===== src/rtl/ex_muldiv_unit_pkg.sv =====
// Shared types and operation helpers for the M-extension multiply/divide unit.
package ex_muldiv_unit_pkg;

   localparam int XLEN_DEF     = 32;
   localparam int RS_WIDTH_DEF = 5;

   typedef enum logic [2:0] {
      MULDIV_MUL    = 3'b000,
      MULDIV_MULH   = 3'b001,
      MULDIV_MULHSU = 3'b010,
      MULDIV_MULHU  = 3'b011,
      MULDIV_DIV    = 3'b100,
      MULDIV_DIVU   = 3'b101,
      MULDIV_REM    = 3'b110,
      MULDIV_REMU   = 3'b111
   } muldiv_op_e;

   typedef enum logic [1:0] {
      ST_IDLE,
      ST_MUL,
      ST_DIV,
      ST_DONE
   } muldiv_state_e;

   typedef enum logic {
      ITER_MUL,
      ITER_DIV
   } iter_mode_e;

   function automatic logic op_signed_a(input logic [2:0] f3);
      return (f3 == MULDIV_MUL) || (f3 == MULDIV_MULH) || (f3 == MULDIV_MULHSU) ||
             (f3 == MULDIV_DIV) || (f3 == MULDIV_REM);
   endfunction

   function automatic logic op_signed_b(input logic [2:0] f3);
      return (f3 == MULDIV_MUL) || (f3 == MULDIV_MULH) ||
             (f3 == MULDIV_DIV) || (f3 == MULDIV_REM);
   endfunction

endpackage


===== src/rtl/ex_muldiv_unit_if.sv =====
// EX-stage handshake between the pipeline (master) and the multiply/divide unit (slave).
interface ex_muldiv_unit_if #(
   parameter int XLEN     = 32,
   parameter int RS_WIDTH = 5
);
   logic                in_valid;
   logic [2:0]          funct3;
   logic [XLEN-1:0]     op_a;
   logic [XLEN-1:0]     op_b;
   logic [RS_WIDTH-1:0] rd_in;
   logic                flush;
   logic                stall;
   logic                out_valid;
   logic [XLEN-1:0]     result;
   logic [RS_WIDTH-1:0] rd_out;

   modport master (
      output in_valid, funct3, op_a, op_b, rd_in, flush,
      input  stall, out_valid, result, rd_out
   );

   modport slave (
      input  in_valid, funct3, op_a, op_b, rd_in, flush,
      output stall, out_valid, result, rd_out
   );
endinterface


===== src/rtl/ex_muldiv_iter.sv =====
// One combinational step of the shared datapath: shift-add for multiply,
// restoring trial-subtract for divide. acc is {hi, lo}.
module ex_muldiv_iter
   import ex_muldiv_unit_pkg::*;
#(
   parameter int XLEN = 32
) (
   input  logic [2*XLEN-1:0] acc,
   input  logic [XLEN-1:0]   operand,
   input  iter_mode_e        mode,
   output logic [2*XLEN-1:0] acc_next
);

   logic [XLEN:0] sum;
   logic [XLEN:0] diff;

   // Multiply: add into hi when lo[0] is set, then shift the whole product right.
   assign sum  = {1'b0, acc[2*XLEN-1:XLEN]} + {1'b0, (acc[0] ? operand : {XLEN{1'b0}})};
   // Divide: the shifted partial remainder needs XLEN+1 bits before the trial subtract.
   assign diff = acc[2*XLEN-1:XLEN-1] - {1'b0, operand};

   always_comb begin
      acc_next = acc;
      if (mode == ITER_MUL) begin
         acc_next = {sum, acc[XLEN-1:1]};
      end else if (diff[XLEN]) begin
         acc_next = {acc[2*XLEN-2:0], 1'b0};
      end else begin
         acc_next = {diff[XLEN-1:0], acc[XLEN-2:0], 1'b1};
      end
   end

endmodule


===== src/rtl/ex_muldiv_unit.sv =====
// Iterative RV32M/RV64M execute unit: sign handling, special cases and sequencing
// around the shared ex_muldiv_iter step.
//   state   | meaning
//   IDLE    | waiting for an M-op; accepts on in_valid & !flush
//   MUL     | XLEN shift-add steps on magnitudes
//   DIV     | XLEN restoring-subtract steps on magnitudes
//   DONE    | result presented for one cycle, pipeline advances
module ex_muldiv_unit
   import ex_muldiv_unit_pkg::*;
#(
   parameter int XLEN     = XLEN_DEF,
   parameter int RS_WIDTH = RS_WIDTH_DEF
) (
   input logic             clk,
   input logic             rst,
   ex_muldiv_unit_if.slave bus
);

   localparam int              CW      = $clog2(XLEN);
   localparam logic [XLEN-1:0] MIN_NEG = {1'b1, {(XLEN-1){1'b0}}};

   muldiv_state_e       state_q;
   logic [CW-1:0]       cnt_q;
   logic [2*XLEN-1:0]   acc_q;
   logic [XLEN-1:0]     opnd_q;
   logic [2:0]          f3_q;
   logic                a_neg_q;
   logic                b_neg_q;
   logic [XLEN-1:0]     result_q;
   logic [RS_WIDTH-1:0] rd_q;

   logic              a_sgn, b_sgn;
   logic [XLEN-1:0]   a_mag, b_mag;
   logic              div_zero, div_ovf;
   logic [XLEN-1:0]   special_res;
   logic [2*XLEN-1:0] acc_nxt;
   logic [2*XLEN-1:0] prod;
   logic [XLEN-1:0]   quo_fix, rem_fix, fin_res;

   assign a_sgn    = op_signed_a(bus.funct3) & bus.op_a[XLEN-1];
   assign b_sgn    = op_signed_b(bus.funct3) & bus.op_b[XLEN-1];
   assign a_mag    = a_sgn ? -bus.op_a : bus.op_a;
   assign b_mag    = b_sgn ? -bus.op_b : bus.op_b;
   assign div_zero = bus.funct3[2] & (bus.op_b == '0);
   assign div_ovf  = bus.funct3[2] & ~bus.funct3[0] & (bus.op_a == MIN_NEG) & (bus.op_b == '1);

   // funct3[1] separates REM* from DIV*.
   assign special_res = div_zero ? (bus.funct3[1] ? bus.op_a : '1)
                                 : (bus.funct3[1] ? '0 : bus.op_a);

   ex_muldiv_iter #(.XLEN(XLEN)) u_iter (
      .acc      (acc_q),
      .operand  (opnd_q),
      .mode     ((state_q == ST_DIV) ? ITER_DIV : ITER_MUL),
      .acc_next (acc_nxt)
   );

   assign prod    = (a_neg_q ^ b_neg_q) ? -acc_nxt : acc_nxt;
   assign quo_fix = (a_neg_q ^ b_neg_q) ? -acc_nxt[XLEN-1:0] : acc_nxt[XLEN-1:0];
   assign rem_fix = a_neg_q ? -acc_nxt[2*XLEN-1:XLEN] : acc_nxt[2*XLEN-1:XLEN];
   assign fin_res = (state_q == ST_MUL)
                    ? ((f3_q == MULDIV_MUL) ? prod[XLEN-1:0] : prod[2*XLEN-1:XLEN])
                    : (f3_q[1] ? rem_fix : quo_fix);

   assign bus.stall     = rst & (((state_q == ST_IDLE) & bus.in_valid & ~bus.flush) |
                                 (state_q == ST_MUL) | (state_q == ST_DIV));
   assign bus.out_valid = (state_q == ST_DONE) & ~bus.flush;
   assign bus.result    = result_q;
   assign bus.rd_out    = rd_q;

   always_ff @(posedge clk or negedge rst) begin
      if (!rst) begin
         state_q  <= ST_IDLE;
         cnt_q    <= '0;
         acc_q    <= '0;
         opnd_q   <= '0;
         f3_q     <= '0;
         a_neg_q  <= 1'b0;
         b_neg_q  <= 1'b0;
         result_q <= '0;
         rd_q     <= '0;
      end else if (bus.flush) begin
         state_q <= ST_IDLE;
      end else begin
         case (state_q)
            ST_IDLE: begin
               if (bus.in_valid) begin
                  f3_q    <= bus.funct3;
                  rd_q    <= bus.rd_in;
                  a_neg_q <= a_sgn;
                  b_neg_q <= b_sgn;
                  cnt_q   <= CW'(XLEN-1);
                  if (!bus.funct3[2]) begin
                     acc_q   <= {{XLEN{1'b0}}, b_mag};
                     opnd_q  <= a_mag;
                     state_q <= ST_MUL;
                  end else if (div_zero || div_ovf) begin
                     result_q <= special_res;
                     state_q  <= ST_DONE;
                  end else begin
                     acc_q   <= {{XLEN{1'b0}}, a_mag};
                     opnd_q  <= b_mag;
                     state_q <= ST_DIV;
                  end
               end
            end
            ST_MUL, ST_DIV: begin
               acc_q <= acc_nxt;
               cnt_q <= cnt_q - CW'(1);
               if (cnt_q == '0) begin
                  result_q <= fin_res;
                  state_q  <= ST_DONE;
               end
            end
            ST_DONE: state_q <= ST_IDLE;
            default: state_q <= ST_IDLE;
         endcase
      end
   end

endmodule

===== src/flat_wrapper.sv =====
// flat-port wrapper written by rule: the top's interface ports become plain ports
module ex_muldiv_unit_flat import ex_muldiv_unit_pkg::*;
#(
   parameter int XLEN     = XLEN_DEF,
   parameter int RS_WIDTH = RS_WIDTH_DEF
)
  (clk, rst, bus_in_valid, bus_funct3, bus_op_a, bus_op_b, bus_rd_in, bus_flush, bus_stall, bus_out_valid, bus_result, bus_rd_out);
  ex_muldiv_unit_if #(.XLEN(XLEN), .RS_WIDTH(RS_WIDTH)) bus_i ();
  input logic clk;
  input logic rst;
  input wire logic [$bits(bus_i.in_valid)-1:0] bus_in_valid;
  input wire logic [$bits(bus_i.funct3)-1:0] bus_funct3;
  input wire logic [$bits(bus_i.op_a)-1:0] bus_op_a;
  input wire logic [$bits(bus_i.op_b)-1:0] bus_op_b;
  input wire logic [$bits(bus_i.rd_in)-1:0] bus_rd_in;
  input wire logic [$bits(bus_i.flush)-1:0] bus_flush;
  output wire logic [$bits(bus_i.stall)-1:0] bus_stall;
  output wire logic [$bits(bus_i.out_valid)-1:0] bus_out_valid;
  output wire logic [$bits(bus_i.result)-1:0] bus_result;
  output wire logic [$bits(bus_i.rd_out)-1:0] bus_rd_out;
  assign bus_i.in_valid = bus_in_valid;
  assign bus_i.funct3 = bus_funct3;
  assign bus_i.op_a = bus_op_a;
  assign bus_i.op_b = bus_op_b;
  assign bus_i.rd_in = bus_rd_in;
  assign bus_i.flush = bus_flush;
  assign bus_stall = bus_i.stall;
  assign bus_out_valid = bus_i.out_valid;
  assign bus_result = bus_i.result;
  assign bus_rd_out = bus_i.rd_out;
  ex_muldiv_unit #(.XLEN(XLEN), .RS_WIDTH(RS_WIDTH)) u_core (.clk(clk), .rst(rst), .bus(bus_i));
endmodule

===== config.mk =====
export PLATFORM = sky130hd
export DESIGN_NAME = ex_muldiv_unit_flat
export DESIGN_NICKNAME = d
export VERILOG_FILES = /design/src/rtl/ex_muldiv_unit_pkg.sv /design/src/rtl/ex_muldiv_unit_if.sv /design/src/rtl/ex_muldiv_iter.sv /design/src/rtl/ex_muldiv_unit.sv /design/src/flat_wrapper.sv
export SDC_FILE = /design/constraint.sdc
export NUM_CORES = 1
export LEC_CHECK = 0
export ABC_AREA = 1
export BUFFER_PORTS_ARGS = -buffer_cell sky130_fd_sc_hd__buf_2
export CAP_MARGIN = 20
export CORE_MARGIN = 1.5
export CORE_UTILIZATION = 45
export CTS_CLUSTER_DIAMETER = 200
export CTS_CLUSTER_SIZE = 12
export DETAILED_ROUTE_END_ITERATION = 10
export GPL_ROUTABILITY_DRIVEN = 0
export REMOVE_ABC_BUFFERS = 1
export SETUP_SLACK_MARGIN = 0.02
export SLEW_MARGIN = 10
export SYNTH_ARGS = -nofsm -noshare
export SYNTH_HDL_FRONTEND = slang
export SYNTH_SLANG_ARGS = --single-unit

===== constraint.sdc =====
create_clock -name clk -period 3.6 [get_ports clk]
set_input_delay 0.18 -clock clk [delete_from_list [all_inputs] [get_ports clk]]
set_output_delay 0.18 -clock clk [all_outputs]
set_load 0.05 [all_outputs]

Word-level counts from Yosys, hierarchy flattened --
Index checks and enable logic that the tools add are counted.
Storage, ports and cells: bits of input ports 76, flip-flop bits (word level) 145
Operators by class: bitwise operators 15, reductions and logical operators 20, eq/ne operators 17, multiplexer cells 34, add/subtract/negate cells 8
Operator list (count):
- 32-bit 2-to-1 mux | 17
- 64-bit 2-to-1 mux | 6
- 32-bit negator | 4
- 64-bit one-hot mux with 2 select lines | 1
- 32-bit equality test, second input constant | 2
- 64-bit negator | 1
- 32-bit one-hot mux with 2 select lines | 1
- 32-bit by 32-bit adder with 33-bit output | 1
- 33-bit by 32-bit subtractor with 33-bit output | 1
- 32-bit zero test | 1
- 1-bit AND | 10
- 5-bit one-hot mux with 2 select lines | 1
- 2-bit 2-to-1 mux | 4
- 2-bit inequality test, second input constant | 4
- 4-bit AND reduction | 2
- 1-bit logical OR | 7
- 3-bit equality test, second input constant | 2
- 3-bit zero test | 2
- 3-bit inequality test, second input constant | 2
- 2-bit one-hot mux with 3 select lines | 1
- 3-bit AND reduction | 2
- 6-bit AND reduction | 1
- 5-bit zero test | 1
- 5-bit 2-to-1 mux | 1
- other kinds (15) | 19

Logic depth before layout (Yosys ltp) --
depth in word-level cells 11, depth in mapped cells 37

Modules after synthesis --
A second synthesis with hierarchy kept.
Second synthesis, totals: cells, all modules 3774, area total of the unflattened synthesis 20204.4 µm²
Modules (own cells, without submodules):
- ex_muldiv_unit | cells an instance 2464, seq. area each 3628.5 µm², area an instance 13748.2 µm², instances 1
- ex_muldiv_iter | cells an instance 1310, seq. area each 0.0 µm², area an instance 6456.2 µm², instances 1

Worst setup path before layout --
No wires, ideal clock.
kind register to register, start point reg u_core.opnd_q[0], end point reg u_core.result_q[24], in the netlist u_core.bus.result[24], period minus slack after synthesis 3.947 ns, slack -0.347 ns, arrival time 3.829 ns, path buffers 0, setup time 0.118 ns, cell stages (with the launch flop) 36, cell sequence dfrtp_1 > ha_1 > fa_1 > inv_1 > nand2_1 > nand2_1 > nand3_2 > nand2_2 > nand2_4 > nand2_4 > nand2_4 > nand2_4 > nand2_4 > nand3_2 > nand2_1 > inv_1 > ha_1 > nand3_1 > nor2_1 > nand4_1 > nor2_2 > nand3_2 > nor2_2 > nand3_1 > nor2_1 > inv_1 > nor2_2 > nand2_2 > nand2_4 > nand2_2 > nand2_1 > nand2_1 > o21bai_1 > nand3_1 > nand2_1 > nand2_1
Between the ends: cells in the longest elaborated chain, start to end 9, elaborated cells on any way between the ends 16
RTL lines:
- start, declared | RTL line ex_muldiv_unit.sv:25 | logic [XLEN-1:0] opnd_q;
- start signal, assigned | RTL line ex_muldiv_unit.sv:95 | opnd_q <= a_mag;
- start signal, assigned | RTL line ex_muldiv_unit.sv:102 | opnd_q <= b_mag;
- 33-bit by 32-bit subtractor with 33-bit output / 32-bit 2-to-1 mux (equally long branches) | RTL line ex_muldiv_iter.sv:20, ex_muldiv_iter.sv:18
- 64-bit 2-to-1 mux / 32-bit by 32-bit adder with 33-bit output (equally long branches) | RTL line ex_muldiv_iter.sv:26, ex_muldiv_iter.sv:18
- 64-bit 2-to-1 mux * | RTL line ex_muldiv_iter.sv:24 | if (mode == ITER_MUL) begin
- 64-bit negator (tied with other cells) | RTL line ex_muldiv_unit.sv:58 | assign prod = (a_neg_q ^ b_neg_q) ? -acc_nxt : acc_nxt;
- 64-bit 2-to-1 mux (tied with other cells) | RTL line ex_muldiv_unit.sv:58
- 32-bit 2-to-1 mux (on tied branches) | RTL line ex_muldiv_unit.sv:62, ex_muldiv_unit.sv:63
- 32-bit 2-to-1 mux * | RTL line ex_muldiv_unit.sv:62 | ? ((f3_q == MULDIV_MUL) ? prod[XLEN-1:0] : prod[2*XLEN-1:XLEN])
- 32-bit 2-to-1 mux * | RTL line ex_muldiv_unit.sv:110 | if (cnt_q == '0) begin
- 32-bit one-hot mux with 2 select lines * | RTL line ex_muldiv_unit.sv:85 | case (state_q)
- end signal, assigned | RTL line ex_muldiv_unit.sv:98 | result_q <= special_res;
- end signal, assigned | RTL line ex_muldiv_unit.sv:111 | result_q <= fin_res;
- end, declared | RTL line ex_muldiv_unit.sv:29 | logic [XLEN-1:0] result_q;
Every way passes the cells marked *; elsewhere a longest branch is shown, timed or not. The select of a mux whose other input is x is not followed. A chain may end at the register's enable or synchronous reset.

Worst setup path after layout --
start point reg u_core.opnd_q[0], end point reg u_core.result_q[26], in the netlist u_core.bus.result[26]
Same word-level chain as after synthesis.

==> results.sh <==
export IMPL_worst_path_max_delay_cell="dfrtp_1"
export IMPL_period_share_pct=113
export IMPL_slew_limit_headroom_pct=35.6
export IMPL_path_clk_slew_ps=60
export IMPL_cpPeakStageDelay_ps=410
export IMPL_crit_fanout=3
export IMPL_cp_start_kind="register"
export IMPL_critPathLaunch="u_core.opnd_q[0]"
export IMPL_dp_slack_ps=-769
export IMPL_root_buffer="clkbuf_16"
export IMPL_multi_input_area_mm2=0.0141
export IMPL_r2r_end="u_core.bus.result[26]"
export IMPL_n_antenna_cell=0
export IMPL_initial_core_util_pct=45.7
export IMPL_mostFrequentLayoutCells="nand2_1 (953), buf_4 (546), inv_1 (403)"
export IMPL_worst_clock_skew_ps=15.4
export IMPL_insertion_delay_ps=470
export IMPL_path_delay_family="simple AND/OR/NAND/NOR gates"
export IMPL_cp_arrival_ps=4430
export IMPL_synth_top_family_by_area="simple AND/OR/NAND/NOR gates"
export IMPL_fillers=4066
export IMPL_port_buffers=114
export IMPL_drv_cap=0
export IMPL_fin_area_mm2=0.0258
export IMPL_ys_warnings_count=0
export IMPL_rr_worst_depth=35
export IMPL_core_area_mm2=0.0420
export IMPL_grt_max_degree=141
export IMPL_synthSimpleGateAreaFrac_pct=41.3
export IMPL_ioPinCount=115
export IMPL_worst_endpoint_required_ps=3950
export IMPL_crit_cells=35
export IMPL_yosys_area_top_type_share_pct=19.8
export IMPL_violations="negative setup slack"
export IMPL_peakVddDrop_v=0.000784
export IMPL_min_period_ps=4070
export IMPL_detail_route_wl_per_cell_um=19.8
export IMPL_timing_rr_start="u_core.opnd_q[0]"
export IMPL_ys_async_sr_fraction_pct=100
export IMPL_ant_nets=0
export IMPL_dpl_cell_area_mm2=0.0239
export IMPL_worstMarginPinSlew_ps=965
export IMPL_regArea_mm2=0.00363
export IMPL_synthAdderAreaFrac_pct=5.16
export IMPL_finalSetupViolations=32
export IMPL_dpl_cell_count=4333
export IMPL_area_growth_pct=34.4
export IMPL_syn_cell_area_mm2=0.0192
export IMPL_final_hold_violation_count=0
export IMPL_r2r_slack_ps=-470
export IMPL_ys_flop_type="dfrtp_1"
export IMPL_cts_tree="done"
export IMPL_die_area_mm2=0.0439
export IMPL_dieHeight_um=210
export IMPL_synthCells=3278
export IMPL_grt_usage_pct=38.9
export IMPL_drt_iter0_markers=2701
export IMPL_final_cells=4417
export IMPL_yosysTopAreaCell="nand2_1"
export IMPL_synth_compound_area_share_pct=17.1
export IMPL_max_freq_mhz=245
export IMPL_postLayoutSetupSlackWorst_ps=-474
export IMPL_powerDensity_mw_per_mm2=1220
export IMPL_final_common_cell="nand2_1"
export IMPL_cts_sinks=145
export IMPL_grt_pass1_wl_mm=131
export IMPL_synthMuxAreaShare_pct=0.0521
export IMPL_grt_overflow=0
export IMPL_num_rows=75
export IMPL_end_kind="register"
export IMPL_ys_seq_area_share_pct=18.9
export IMPL_run_status="finished, violations left"
export IMPL_rsz0062_at_grt="true"
export IMPL_synth_xor_area_share_pct=4.97
export IMPL_dp_hpwl_mm=67.7
export IMPL_nNetsFinal=4019
export IMPL_synth_seq_cells=145
export IMPL_drt_pass1_iter_count=7
export IMPL_wl_mm=87.4
export IMPL_cts_buffers=17
export IMPL_clockBufferDepth=2
export IMPL_cp_num_buf_inv=5
export IMPL_synth_edf_count=0
export IMPL_synth_distinct_cells=66
export IMPL_routed_via_count=25100
export IMPL_cellLeakagePower_nw=13.6
export IMPL_vias_per_cell=5.68
export IMPL_die_w_um=210
export IMPL_min_path_type="input port to async pin"
export IMPL_drive_above_1_share_pct=26.9
export IMPL_grt_pass1_vias=23600
export IMPL_grt_antenna_before_repair=0
export IMPL_synth_area_leaders="nand2_1 (20%), dfrtp_1 (19%), inv_1 (8.3%)"
export IMPL_drv_slew=0
export IMPL_cts_htree_levels=4
export IMPL_worstSetupPathType="register to register"
export IMPL_whs_ps=75.1
export IMPL_drc=0
export IMPL_crit_path_end="u_core.bus.result[26]"
export IMPL_avgSynthCellArea_um2=5.86
[state kept, by name, indices dropped and copies added, names as in the netlist]
name,count
u_core.bus.rd_out,5
u_core.bus.result,32
u_core.opnd_q,32
u_core.state_q,2
u_core.cnt_q,5
u_core.b_neg_q,1
u_core.acc_q,64
u_core.a_neg_q,1
u_core.f3_q,3
[worst register-to-register path: cells and delay by family (launching register included)]
family                   cells  cell delay (ps)
adder cells (fa/ha/maj)      3              680
AND/OR/NAND/NOR             25             2140
flip-flops                   1              410
buffers and inverters        5              480
AO/OA/AOI/OAI                2              300
[area by class of cell]
| cell class | count | area share [%] |
|---|---|---|
| clock buffers | 23 | 1.89 |
| clock inverters | 9 | 0.315 |
| inverters | 442 | 6.45 |
| multi-input cells | 2567 | 54.7 |
| flip-flops and latches | 145 | 14.1 |
| well taps | 539 | 2.61 |
| repair buffers | 692 | 20.0 |
[cells by family after synthesis]
kind of cell / count (synthesis)
simple gates: 1822
buf+inv: 568
compound gates: 555
flops: 145
xor+xnor: 109
fa+ha+maj: 78
mux: 1
[synth_stat cells, types with 8 or more instances]
cell / instances
o21bai_1: 22
clkbuf_1: 66
nand3_1: 258
o21ai_1: 17
inv_1: 424
o22ai_1: 30
nand3b_1: 18
buf_4: 8
nand3_2: 10
a31oi_1: 10
or2_2: 14
a22oi_1: 8
nand2_1: 1015
nor3_1: 36
buf_6: 10
o221ai_1: 20
o21ai_0: 212
buf_2: 22
a21oi_1: 149
xor2_1: 77
xnor2_1: 32
ha_1: 76
clkbuf_8: 9
o211ai_1: 31
nor2_1: 324
o31ai_1: 8
nand4_1: 39
o2111ai_1: 18
nand2_4: 12
inv_2: 13
dfrtp_1: 145
nand2_2: 40
nor2_2: 22
nor4_1: 13
[per-stage QoR]
step	utilization (%)	power [mW]	setup TNS [ps]
5_1_grt	61.4	33.6	-16580
3_3_place_gp	56.7	26.4	-13490
3_5_place_dp	56.7	26.7	-16990
6_report	61.4	31.6	-10610
2_1_floorplan	-	16.1	-155820
4_1_cts	59.4	29.4	-10060
[what timing repair did]
item | in CTS | in global routing
gates resized for setup | 85 | 160
gates cloned | 0 | 2
hold buffers | 6 | 0
setup endpoints to repair | 32 | 32
setup buffers | 20 | 24
hold endpoints to repair | 25 | 0
pin swaps | 23 | 55
[worst min-delay path by stage]
stage          slack, ps  cells after the start              end  from
2_1_floorplan       -120                      0   u_core.a_neg_q   rst
3_3_place_gp         -10                      1  u_core.cnt_q[2]   rst
3_5_place_dp         -10                      1  u_core.cnt_q[2]   rst
4_1_cts               70                      2  u_core.cnt_q[2]   rst
5_1_grt               80                      2  u_core.cnt_q[2]   rst
6_report              80                      2  u_core.cnt_q[0]   rst
[power by group]
part | internal, mW | switching (mW)
logic | 10.6 | 16.2
clock network | 1.02 | 0.803
registers | 2.37 | 0.536
total | 14.0 | 17.6
[metal layers]
layer	track usage [%]	vias up	wire, µm
met3	4.67	303	7310
met4	24.8	0	6010
li1	-	11800	-
met5	0	-	0
met2	62.6	1367	38800
met1	49.5	11600	35300
(Power assumes the default switching activity.)
